<file path="config.mk">
export PLATFORM = sky130hd
export DESIGN_NAME = select_next_hop_flat
export DESIGN_NICKNAME = d
export VERILOG_FILES = /design/src/rtl/routing_pkg.sv /design/src/rtl/select_next_hop_if.sv /design/src/rtl/select_next_hop_lfsr16.sv /design/src/rtl/select_next_hop.sv /design/src/flat_wrapper.sv
export SDC_FILE = /design/constraint.sdc
export NUM_CORES = 1
export LEC_CHECK = 0
export BUFFER_PORTS_ARGS = -buffer_cell sky130_fd_sc_hd__buf_2
export CELL_PAD_IN_SITES_DETAIL_PLACEMENT = 0
export CELL_PAD_IN_SITES_GLOBAL_PLACEMENT = 1
export CORE_UTILIZATION = 45
export DETAILED_ROUTE_END_ITERATION = 12
export GPL_TIMING_DRIVEN = 0
export MAX_ROUTING_LAYER = met4
export PLACE_DENSITY_LB_ADDON = 0.1
export SLEW_MARGIN = 20
export SYNTH_ARGS = -nofsm -noshare
export SYNTH_HDL_FRONTEND = slang
export SYNTH_SLANG_ARGS = --single-unit
</file>
<file path="constraint.sdc">
create_clock -name clock -period 4.5 [get_ports clock]
set_input_delay 0.9 -clock clock [delete_from_list [all_inputs] [get_ports clock]]
set_output_delay 0.9 -clock clock [all_outputs]
set_load 0.02 [all_outputs]
</file>
<file path="src/rtl/routing_pkg.sv">
// rtl/routing_pkg.sv - shared routing-table memory map and next-hop FSM encoding
//
// Purpose: one definition of the node-memory routing table layout used by the
// cost-learning stage and the next-hop selector, plus the selector state codes.
// Ports: none (package).
package routing_pkg;

  // Word addresses in shared node memory; per-neighbour tables use 2 words/entry.
  localparam logic [10:0] NEIGHBOR_ID_BASE   = 11'h048;
  localparam logic [10:0] BATTERY_BASE       = 11'h148;
  localparam logic [10:0] QVALUE_BASE        = 11'h1C8;
  localparam logic [10:0] SINKIDCOUNT_BASE   = 11'h68E;
  localparam logic [10:0] NEIGHBORCOUNT_ADDR = 11'h68A;

  // Selector FSM state encoding.
  localparam logic [3:0] S_IDLE = 4'd0;
  localparam logic [3:0] S_RCNT = 4'd1;
  localparam logic [3:0] S_RSC  = 4'd2;
  localparam logic [3:0] S_RBAT = 4'd3;
  localparam logic [3:0] S_RQ   = 4'd4;
  localparam logic [3:0] S_NEXT = 4'd5;
  localparam logic [3:0] S_EXPL = 4'd6;
  localparam logic [3:0] S_MOD  = 4'd7;
  localparam logic [3:0] S_RID  = 4'd8;
  localparam logic [3:0] S_RQF  = 4'd9;
  localparam logic [3:0] S_DONE = 4'd10;

  // Address of entry i in a 2-word-stride table; 11-bit wraparound is harmless for i < 64.
  function automatic logic [10:0] entry_addr(input logic [10:0] base, input logic [5:0] i);
    return base + {4'b0000, i, 1'b0};
  endfunction

endpackage

</file>
<file path="src/rtl/select_next_hop_if.sv">
// rtl/select_next_hop_if.sv - control, memory and result signals of the next-hop selector
//
// Purpose: bundles the selector's request inputs, its read-only memory port and
// its result outputs.
// Signals: en, epsilon, min_battery (request); address, data_in (memory);
//          next_hop_id, next_hop_q, hop_valid, explored, done (result).
// Modports: master = selector side, slave = environment side.
interface select_next_hop_if;
  import routing_pkg::*;

  logic        en;
  logic [15:0] epsilon;
  logic [15:0] min_battery;
  logic [15:0] data_in;
  logic [10:0] address;
  logic [15:0] next_hop_id;
  logic [15:0] next_hop_q;
  logic        hop_valid;
  logic        explored;
  logic        done;

  modport master (
    input  en, epsilon, min_battery, data_in,
    output address, next_hop_id, next_hop_q, hop_valid, explored, done
  );

  modport slave (
    output en, epsilon, min_battery, data_in,
    input  address, next_hop_id, next_hop_q, hop_valid, explored, done
  );

endinterface

</file>
<file path="src/rtl/select_next_hop_lfsr16.sv">
// rtl/select_next_hop_lfsr16.sv - free-running 16-bit Fibonacci LFSR for exploration
//
// Purpose: pseudo-random source, polynomial x^16+x^14+x^13+x^11+1, advancing
// every clock after reset.
// Ports: clock (in), rst (in, async active-high), q (out, 16-bit state).
// SEED must be non-zero or the register locks at zero.
module lfsr16 #(
  parameter logic [15:0] SEED = 16'hACE1
) (
  input  logic        clock,
  input  logic        rst,
  output logic [15:0] q
);

  logic feedback;

  // Right-shifting form: taps 16,14,13,11 map to bits 0,2,3,5.
  assign feedback = q[0] ^ q[2] ^ q[3] ^ q[5];

  always_ff @(posedge clock or posedge rst) begin
    if (rst) begin
      q <= SEED;
    end else begin
      q <= {feedback, q[15:1]};
    end
  end

endmodule

</file>
<file path="src/rtl/select_next_hop.sv">
// rtl/select_next_hop.sv - scans the neighbour table and picks the next hop
//
// Purpose: after a start request, walks the routing table in node memory and
// selects the minimum-qValue neighbour that has a known sink and enough
// battery; with probability set by epsilon it instead picks a random
// neighbour for exploration.
// Ports: clock (in), rst (in, async active-high),
//        bus (select_next_hop_if.master): en, epsilon, min_battery, data_in
//        in; address, next_hop_id, next_hop_q, hop_valid, explored, done out.
module select_next_hop
  import routing_pkg::*;
#(
  parameter int          MAX_NEIGHBORS = 64,
  parameter logic [15:0] LFSR_SEED     = 16'hACE1
) (
  input  logic                  clock,
  input  logic                  rst,
  select_next_hop_if.master     bus
);

  localparam logic [15:0] MAX_N16 = 16'(MAX_NEIGHBORS);
  localparam logic [6:0]  MAX_N7  = 7'(MAX_NEIGHBORS);

  logic [3:0]  state;
  logic [5:0]  idx;
  logic [5:0]  best_idx;
  logic [5:0]  sel;
  logic [6:0]  eidx;
  logic [6:0]  count;
  logic [15:0] best_q;
  logic        found;

  logic [10:0] address;
  logic [15:0] next_hop_id;
  logic [15:0] next_hop_q;
  logic        hop_valid;
  logic        explored;
  logic        done;

  logic [15:0] lfsr;
  logic [6:0]  cnt_clip;
  logic [5:0]  idx_inc;
  logic        last_entry;

  lfsr16 #(.SEED(LFSR_SEED)) u_lfsr (
    .clock (clock),
    .rst   (rst),
    .q     (lfsr)
  );

  // A corrupted count word can never push the scan past the table.
  assign cnt_clip   = (bus.data_in > MAX_N16) ? MAX_N7 : bus.data_in[6:0];
  assign idx_inc    = idx + 6'd1;
  assign last_entry = ({1'b0, idx} + 7'd1) == count;

  always_ff @(posedge clock or posedge rst) begin
    if (rst) begin
      state       <= S_IDLE;
      idx         <= '0;
      best_idx    <= '0;
      sel         <= '0;
      eidx        <= '0;
      count       <= '0;
      best_q      <= '0;
      found       <= 1'b0;
      address     <= '0;
      next_hop_id <= '0;
      next_hop_q  <= '0;
      hop_valid   <= 1'b0;
      explored    <= 1'b0;
      done        <= 1'b0;
    end else begin
      case (state)
        S_IDLE: begin
          if (bus.en) begin
            idx       <= '0;
            found     <= 1'b0;
            best_idx  <= '0;
            hop_valid <= 1'b0;
            explored  <= 1'b0;
            done      <= 1'b0;
            best_q    <= 16'hFFFF;
            address   <= NEIGHBORCOUNT_ADDR;
            state     <= S_RCNT;
          end
        end
        S_RCNT: begin
          count <= cnt_clip;
          if (cnt_clip == 7'd0) begin
            state <= S_DONE;
          end else begin
            address <= entry_addr(SINKIDCOUNT_BASE, idx);
            state   <= S_RSC;
          end
        end
        S_RSC: begin
          // A neighbour with no route to any sink is useless as a next hop.
          if (bus.data_in == 16'd0) begin
            state <= S_NEXT;
          end else begin
            address <= entry_addr(BATTERY_BASE, idx);
            state   <= S_RBAT;
          end
        end
        S_RBAT: begin
          if (bus.data_in < bus.min_battery) begin
            state <= S_NEXT;
          end else begin
            address <= entry_addr(QVALUE_BASE, idx);
            state   <= S_RQ;
          end
        end
        S_RQ: begin
          // Strict compare: on a tie the earlier (lower-index) neighbour wins.
          if (bus.data_in < best_q) begin
            best_q   <= bus.data_in;
            best_idx <= idx;
            found    <= 1'b1;
          end
          state <= S_NEXT;
        end
        S_NEXT: begin
          if (last_entry) begin
            state <= S_EXPL;
          end else begin
            idx     <= idx_inc;
            address <= entry_addr(SINKIDCOUNT_BASE, idx_inc);
            state   <= S_RSC;
          end
        end
        S_EXPL: begin
          if (!found) begin
            state <= S_DONE;
          end else if (lfsr < bus.epsilon) begin
            eidx  <= {1'b0, lfsr[5:0]};
            state <= S_MOD;
          end else begin
            sel     <= best_idx;
            address <= entry_addr(NEIGHBOR_ID_BASE, best_idx);
            state   <= S_RID;
          end
        end
        S_MOD: begin
          // Iterative reduction of the random index modulo count; no divider.
          if (eidx >= count) begin
            eidx <= eidx - count;
          end else begin
            sel      <= eidx[5:0];
            explored <= 1'b1;
            address  <= entry_addr(NEIGHBOR_ID_BASE, eidx[5:0]);
            state    <= S_RID;
          end
        end
        S_RID: begin
          next_hop_id <= bus.data_in;
          address     <= entry_addr(QVALUE_BASE, sel);
          state       <= S_RQF;
        end
        S_RQF: begin
          next_hop_q <= bus.data_in;
          hop_valid  <= 1'b1;
          state      <= S_DONE;
        end
        S_DONE: begin
          done  <= 1'b1;
          state <= S_IDLE;
        end
        default: state <= S_IDLE;
      endcase
    end
  end

  assign bus.address     = address;
  assign bus.next_hop_id = next_hop_id;
  assign bus.next_hop_q  = next_hop_q;
  assign bus.hop_valid   = hop_valid;
  assign bus.explored    = explored;
  assign bus.done        = done;

endmodule

</file>
<file path="src/flat_wrapper.sv">
// flat-port wrapper written by rule: the top's interface ports become plain ports
module select_next_hop_flat import routing_pkg::*;
#(
  parameter int          MAX_NEIGHBORS = 64,
  parameter logic [15:0] LFSR_SEED     = 16'hACE1
)
  (clock, rst, bus_en, bus_epsilon, bus_min_battery, bus_data_in, bus_address, bus_next_hop_id, bus_next_hop_q, bus_hop_valid, bus_explored, bus_done);
  select_next_hop_if bus_i ();
  input  logic clock;
  input  logic rst;
  input wire logic [$bits(bus_i.en)-1:0] bus_en;
  input wire logic [$bits(bus_i.epsilon)-1:0] bus_epsilon;
  input wire logic [$bits(bus_i.min_battery)-1:0] bus_min_battery;
  input wire logic [$bits(bus_i.data_in)-1:0] bus_data_in;
  output wire logic [$bits(bus_i.address)-1:0] bus_address;
  output wire logic [$bits(bus_i.next_hop_id)-1:0] bus_next_hop_id;
  output wire logic [$bits(bus_i.next_hop_q)-1:0] bus_next_hop_q;
  output wire logic [$bits(bus_i.hop_valid)-1:0] bus_hop_valid;
  output wire logic [$bits(bus_i.explored)-1:0] bus_explored;
  output wire logic [$bits(bus_i.done)-1:0] bus_done;
  assign bus_i.en = bus_en;
  assign bus_i.epsilon = bus_epsilon;
  assign bus_i.min_battery = bus_min_battery;
  assign bus_i.data_in = bus_data_in;
  assign bus_address = bus_i.address;
  assign bus_next_hop_id = bus_i.next_hop_id;
  assign bus_next_hop_q = bus_i.next_hop_q;
  assign bus_hop_valid = bus_i.hop_valid;
  assign bus_explored = bus_i.explored;
  assign bus_done = bus_i.done;
  select_next_hop #(.MAX_NEIGHBORS(MAX_NEIGHBORS), .LFSR_SEED(LFSR_SEED)) u_core (.clock(clock), .rst(rst), .bus(bus_i));
endmodule
</file>
# After elaboration in Yosys (flattened, before gate mapping)
# Cells that the tools add are included.
dict set report totals {
  memories 0
  mem_bits_ro 0
  output_inout_bits 46
  ramBits 0
  wordCells 116
  inputBits 51
  ff_bits 115
  latch_bits 0
}
dict set report classes {
  n_mux 42
  n_lt_le_gt_ge 5
  addsub 10
  shifts 0
  bitwise_logic 3
  mul 0
  reduce_logical 19
  eq_ne 22
  n_div 0
}
# cell n
set op_table {}
lappend op_table {{$mux 11} 8}
lappend op_table {{$pmux 11 s8} 1}
lappend op_table {{$lt 16x16->1} 3}
lappend op_table {{$pmux 4 s10} 1}
lappend op_table {{$mux 6} 6}
lappend op_table {{$pmux 6 s2} 3}
lappend op_table {{$mux 16} 2}
lappend op_table {{$pmux 16 s2} 1}
lappend op_table {{$add 9x7->10 const A} 3}
lappend op_table {{$mux 7} 4}
lappend op_table {{$add 10x8->11 const A} 2}
lappend op_table {{$mux 4} 5}
lappend op_table {{$add 7x7->8 const A} 2}
lappend op_table {{$eq 4x3->1 const B} 4}
lappend op_table {{$gt 16x7->1 const B} 1}
lappend op_table {{$logic_not 16->1} 1}
lappend op_table {{$ne 2x2->1 const B} 7}
lappend op_table {{$pmux 7 s2} 1}
lappend op_table {{$eq 4x4->1 const B} 3}
lappend op_table {{$reduce_bool 2->1} 6}
lappend op_table {{$reduce_and 3->1} 3}
lappend op_table {{$reduce_and 9->1} 1}
lappend op_table {{$eq 4x2->1 const B} 2}
lappend op_table {{$ne 2x1->1 const B} 4}
lappend op_table {{other kinds (15)} 27}

# Longest topological paths before layout
dict set report logic_depth {
  depth_word 5
  mapped_depth 12
  mapped_depth_nobuf 10
}

# Hierarchy
# A second synthesis with hierarchy kept.
dict set report hier_totals {
  hier_cells 684
  hier_area_um2 6789.0
}
# mod cells_each seq_area_each_um2 n_inst area_per_inst_um2
set modules_own_cells {}
lappend modules_own_cells {select_next_hop 664 2452.4 1 6348.6}
lappend modules_own_cells {lfsr16 20 410.4 1 440.4}

# Worst setup path before layout
# Ideal clock, no wire load.
dict set report synth_timing {
  path_kind {input to register}
  start {input port bus_min_battery[13]}
  end {register u_core.address[10] (netlist: u_core.bus.address[10])}
  slack_ns 1.693
  stages 9
  setup_time_ns 0.125
  required_ns 4.375
  t_arrival_ns 2.681
  path_buffers 1
  path_cell_list {inv_1 -> ha_1 -> a21o_1 -> a21o_1 -> a2111oi_0 -> o211ai_1 -> and3_1 -> buf_6 -> mux2_4}
}
dict set report synth_via {
  elab_chain_len 3
}
# element line_no
set synth_rtl {}
lappend synth_rtl {{start: declaration} flat_wrapper.sv:13} ;# input wire logic [$bits(bus_i.min_battery)-1:0] bus_min_battery;
lappend synth_rtl {{$lt 16x16->1} select_next_hop.sv:106} ;# if (bus.data_in < bus.min_battery) begin
lappend synth_rtl {{$ne 2x2->1 (no line)} n/a}
lappend synth_rtl {{$reduce_and 9->1 (no line)} n/a}
lappend synth_rtl {{end signal: assignment} select_next_hop.sv:101} ;# address <= entry_addr(BATTERY_BASE, idx);
lappend synth_rtl {{end signal: assignment} select_next_hop.sv:109} ;# address <= entry_addr(QVALUE_BASE, idx);
lappend synth_rtl {{end signal: assignment} select_next_hop.sv:127} ;# address <= entry_addr(SINKIDCOUNT_BASE, idx_inc);
lappend synth_rtl {{end: declaration} select_next_hop.sv:33} ;# logic [10:0] address;
# No other way between the ends.
# A chain may end at the register's enable or synchronous reset.

# Final worst setup path
dict set report layout_timing {
  start {register u_core.state[0]}
  end {register u_core.address[9] (netlist: u_core.bus.address[9])}
}
dict set report layout_via {
  elab_chain_len 3
  word_cells_on_any_way 19
  cone_classes {eq/ne: 15; mux: 1; reduce/logical: 3}
}
# element line_no
set layout_rtl {}
lappend layout_rtl {{start: declaration} select_next_hop.sv:24} ;# logic [3:0] state;
lappend layout_rtl {{start signal: assignment} select_next_hop.sv:58} ;# state <= S_IDLE;
lappend layout_rtl {{start signal: assignment} select_next_hop.sv:84} ;# state <= S_RCNT;
lappend layout_rtl {{start signal: assignment} select_next_hop.sv:90} ;# state <= S_DONE;
lappend layout_rtl {{$eq 4x4->1 (tied with other cells)} select_next_hop.sv:73} ;# case (state)
lappend layout_rtl {{$reduce_bool 8->1 (no line) (tied with other cells)} n/a}
lappend layout_rtl {{$reduce_and 9->1 (no line)} n/a}
lappend layout_rtl {{end signal: assignment} select_next_hop.sv:92} ;# address <= entry_addr(SINKIDCOUNT_BASE, idx);
lappend layout_rtl {{end signal: assignment} select_next_hop.sv:101}
lappend layout_rtl {{end signal: assignment} select_next_hop.sv:109}
# Several ways; a longest one is shown, not always the timed one.

==> flow_metrics.env <==
export IMPL_overflow=0
export IMPL_end_kind="flip-flop"
export IMPL_drt_iter0_drc=262
export IMPL_via_per_inst=5.48
export IMPL_synthCells=735
export IMPL_synth_seq_cells=114
export IMPL_setup_viol=0
export IMPL_yosysSeqAreaShare_pct=40.5
export IMPL_multi_input_area_um2=3780
export IMPL_cp_slowest_stage_delay_ns=0.59
export IMPL_slew_limit_headroom_pct=45.1
export IMPL_antenna_found_initial=0
export IMPL_clkLatencyLatePin_ns=0.42
export IMPL_port_buffers=95
export IMPL_clkTransAtPathRegs_ns=0.05
export IMPL_post_dp_hpwl_mm=14.8
export IMPL_dr_pass1_iters=5
export IMPL_wire_per_inst_um=18.1
export IMPL_cts_sinks=114
export IMPL_cpMaxStageDelayCell="clkbuf_1"
export IMPL_final_layout_size_suffix_gt1_share_pct=25.3
export IMPL_grt_max_degree=69
export IMPL_rsz0062_at_grt="false"
export IMPL_grt_usage_pct=26.4
export IMPL_cts_resized=0
export IMPL_yosysMostFrequentCell="dfrtp_1"
export IMPL_die_area_um2=16200
export IMPL_cts_buffer_depth=2
export IMPL_vias=5882
export IMPL_area_growth_pct=19.4
export IMPL_gp_congestion=0.895
export IMPL_synth_cell_types=74
export IMPL_p_leak_nw=4.05
export IMPL_ys_warn_count=0
export IMPL_netlist_area_leader_share_pct=37.5
export IMPL_crit_arrival_ns=3.86
export IMPL_yosysTopAreaCell="dfrtp_1"
export IMPL_cts_root_buf="clkbuf_16"
export IMPL_fin_util_pct=55.3
export IMPL_initial_core_util_pct=46.3
export IMPL_critPathKind="reg -> reg"
export IMPL_hold_viol_final=0
export IMPL_synthFlopType="dfrtp_1"
export IMPL_maxCapViolations=0
export IMPL_powerDensity_nw_per_um2=627
export IMPL_fp_coreArea_um2=15300
export IMPL_io_pins=97
export IMPL_outcome="complete, no violations"
export IMPL_ys_top_cells_by_count="dfrtp_1, nand2_1, inv_1"
export IMPL_cts_tree="done"
export IMPL_synthArstFlopShare_pct=100
export IMPL_ir_drop_v=0.000343
export IMPL_path_max_fanout=10
export IMPL_post_cts_buffers=0
export IMPL_tightest_slew_ns=0.823
export IMPL_hold_slack_ns=0.365
export IMPL_grt_pass1_wl_mm=31.3
export IMPL_hold_path_class="reg -> reg"
export IMPL_rows=45
export IMPL_synth_avg_cell_area_um2=9.62
export IMPL_slew_viol_final=0
export IMPL_antenna_cells=0
export IMPL_drc_errors=0
export IMPL_syn_area_um2=7070
export IMPL_fillers=1416
export IMPL_synth_edf_count=0
export IMPL_ys_top_cells_by_area="dfrtp_1, ha_1, mux2_2"
export IMPL_synth_fp_nets=845
export IMPL_max_freq_ghz=0.279
export IMPL_chipWidth_um=127
export IMPL_wirelength_mm=19.4
export IMPL_crit_chain="buf_2 -> nor4b_2 -> buf_4 -> clkbuf_1 -> mux2_2 -> ha_1 -> nor2b_1 -> nor2_1 -> a31oi_1 -> o21ai_0 -> mux2i_1"
export IMPL_clock_skew_ns=0.0118
export IMPL_critPathLaunchType="flip-flop"
export IMPL_grt_pass1_vias=5872
export IMPL_final_nets=960
export IMPL_pre_cts_ws_ns=0.928
export IMPL_cts_inserted_buffers=17
export IMPL_setup_slack_ns=0.920
export IMPL_final_seq_area_um2=2860
export IMPL_fin_crit_ns=3.58
export IMPL_die_h_um=127
export IMPL_htreeDepth=4
export IMPL_cp_required_ns=4.78
export IMPL_hold_buffers=0
export IMPL_antenna_left=0
export IMPL_period_share_pct=79.6
-- registers in the layout, indices dropped and copies added (netlist names) --
register,cells
u_core.bus.done,1
u_core.found,1
u_core.u_lfsr.q,16
u_core.bus.explored,1
u_core.sel,6
u_core.bus.address,10
u_core.eidx,7
u_core.count,7
u_core.bus.hop_valid,1
u_core.idx,6
u_core.bus.next_hop_q,16
u_core.state,4
u_core.bus.next_hop_id,16
u_core.best_q,16
u_core.best_idx,6
-- kinds of logic after synthesis --
logic type / count (synthesis) / share of synthesized area [%]
buffers and inverters: 98 / 6.03
XOR/XNOR: 27 / 3.34
AO/OA/AOI/OAI: 177 / 16.4
flip-flops: 114 / 40.5
other: 1 / 0.0530
multiplexers: 57 / 9.33
adder cells (fa/ha/maj): 59 / 10.5
AND/OR/NAND/NOR: 202 / 13.9
-- per-layer routing --
| layer | up-vias | track usage (%) | part of all wire, % |
|---|---|---|---|
| met1 | 2891 | 33.6 | 46 |
| li1 | 2821 | - | - |
| met2 | 149 | 43.6 | 49 |
| met4 | 0 | 6.09 | 1.2 |
| met3 | 21 | 4.73 | 3.9 |
| met5 | - | - | 0 |
-- cell type report --
type / count / area share (%)
plain buffers: 34 / 2.21
clock buffers: 18 / 5.20
clock inverters: 13 / 1.90
inverters: 64 / 2.90
multi-input cells: 523 / 44.8
flip-flops and latches: 114 / 33.9
well taps: 211 / 3.13
repair buffers: 96 / 5.96
-- cell usage in the layout (no fill, tap or decap), types with 3 or more instances in the layout --
master | netlist | final
o21ai_0 | 56 | 56
nor3_1 | 16 | 16
a21o_1 | 14 | 14
nand3_1 | 15 | 15
clkinv_2 | 0 | 4
o21a_1 | 7 | 7
buf_6 | 3 | 3
dfstp_2 | 8 | 8
nand2b_1 | 9 | 9
ha_1 | 58 | 58
bufinv_16 | 0 | 3
a211oi_1 | 7 | 7
or3_1 | 4 | 4
buf_4 | 8 | 8
o211ai_1 | 5 | 5
mux2i_1 | 7 | 7
a21oi_1 | 34 | 34
nor2b_1 | 8 | 8
nand2_1 | 70 | 70
clkbuf_16 | 0 | 17
nor4_1 | 4 | 4
clkbuf_1 | 17 | 17
buf_2 | 5 | 100
mux2_4 | 7 | 7
xnor2_1 | 17 | 17
and3_1 | 4 | 4
o22ai_1 | 6 | 6
inv_1 | 63 | 62
o21ai_1 | 3 | 3
a22o_1 | 7 | 7
a31oi_1 | 7 | 7
xor2_1 | 10 | 10
a22oi_1 | 4 | 4
inv_6 | 0 | 3
mux2_2 | 43 | 43
nor2_1 | 50 | 50
dfrtp_1 | 106 | 106
nand4_1 | 6 | 6
-- worst paths after layout --
check / startpoint / end / depth (start not counted) / slack [ns]
hold reg to reg: u_core.u_lfsr.q[6] / u_core.u_lfsr.q[5] / 0 / 0.37
min in group asynchronous: rst / u_core.bus.next_hop_id[7] / 2 / 0.51
setup / recovery: u_core.state[0] / u_core.bus.address[9] / 11 / 0.92
setup reg to reg: u_core.state[0] / u_core.bus.address[9] / 11 / 0.92
max in group asynchronous: rst / u_core.u_lfsr.q[0] / 3 / 3.24
hold / removal: u_core.u_lfsr.q[6] / u_core.u_lfsr.q[5] / 0 / 0.37
-- power breakdown --
group	switching, mW	leakage [nW]	internal [mW]	total [mW]
Clock	0.503	0.292	0.881	1.38
Sequential	0.203	1.39	1.37	1.57
Combinational	1.37	2.36	0.963	2.34
-- metrics by stage --
step	setup TNS [ns]	area, um^2	power (mW)	std cells
2_1_floorplan	0	7070	3.22	735
3_3_place_gp	-82.23	7810	3.87	1041
3_5_place_dp	0	7840	3.92	1042
4_1_cts	0	8440	5.32	1073
5_1_grt	0	8440	5.63	1073
6_report	0	8440	5.29	1073
-- critical path, delay by kind of cell, from the launching register on --
family	cells	cell delay [ns]
buf+inv	3	1.06
compound gates	2	0.43
fa+ha+maj	1	0.22
flops	1	0.41
mux	2	0.54
simple gates	3	0.78
No activity file was read; power rests on OpenSTA's default activity.
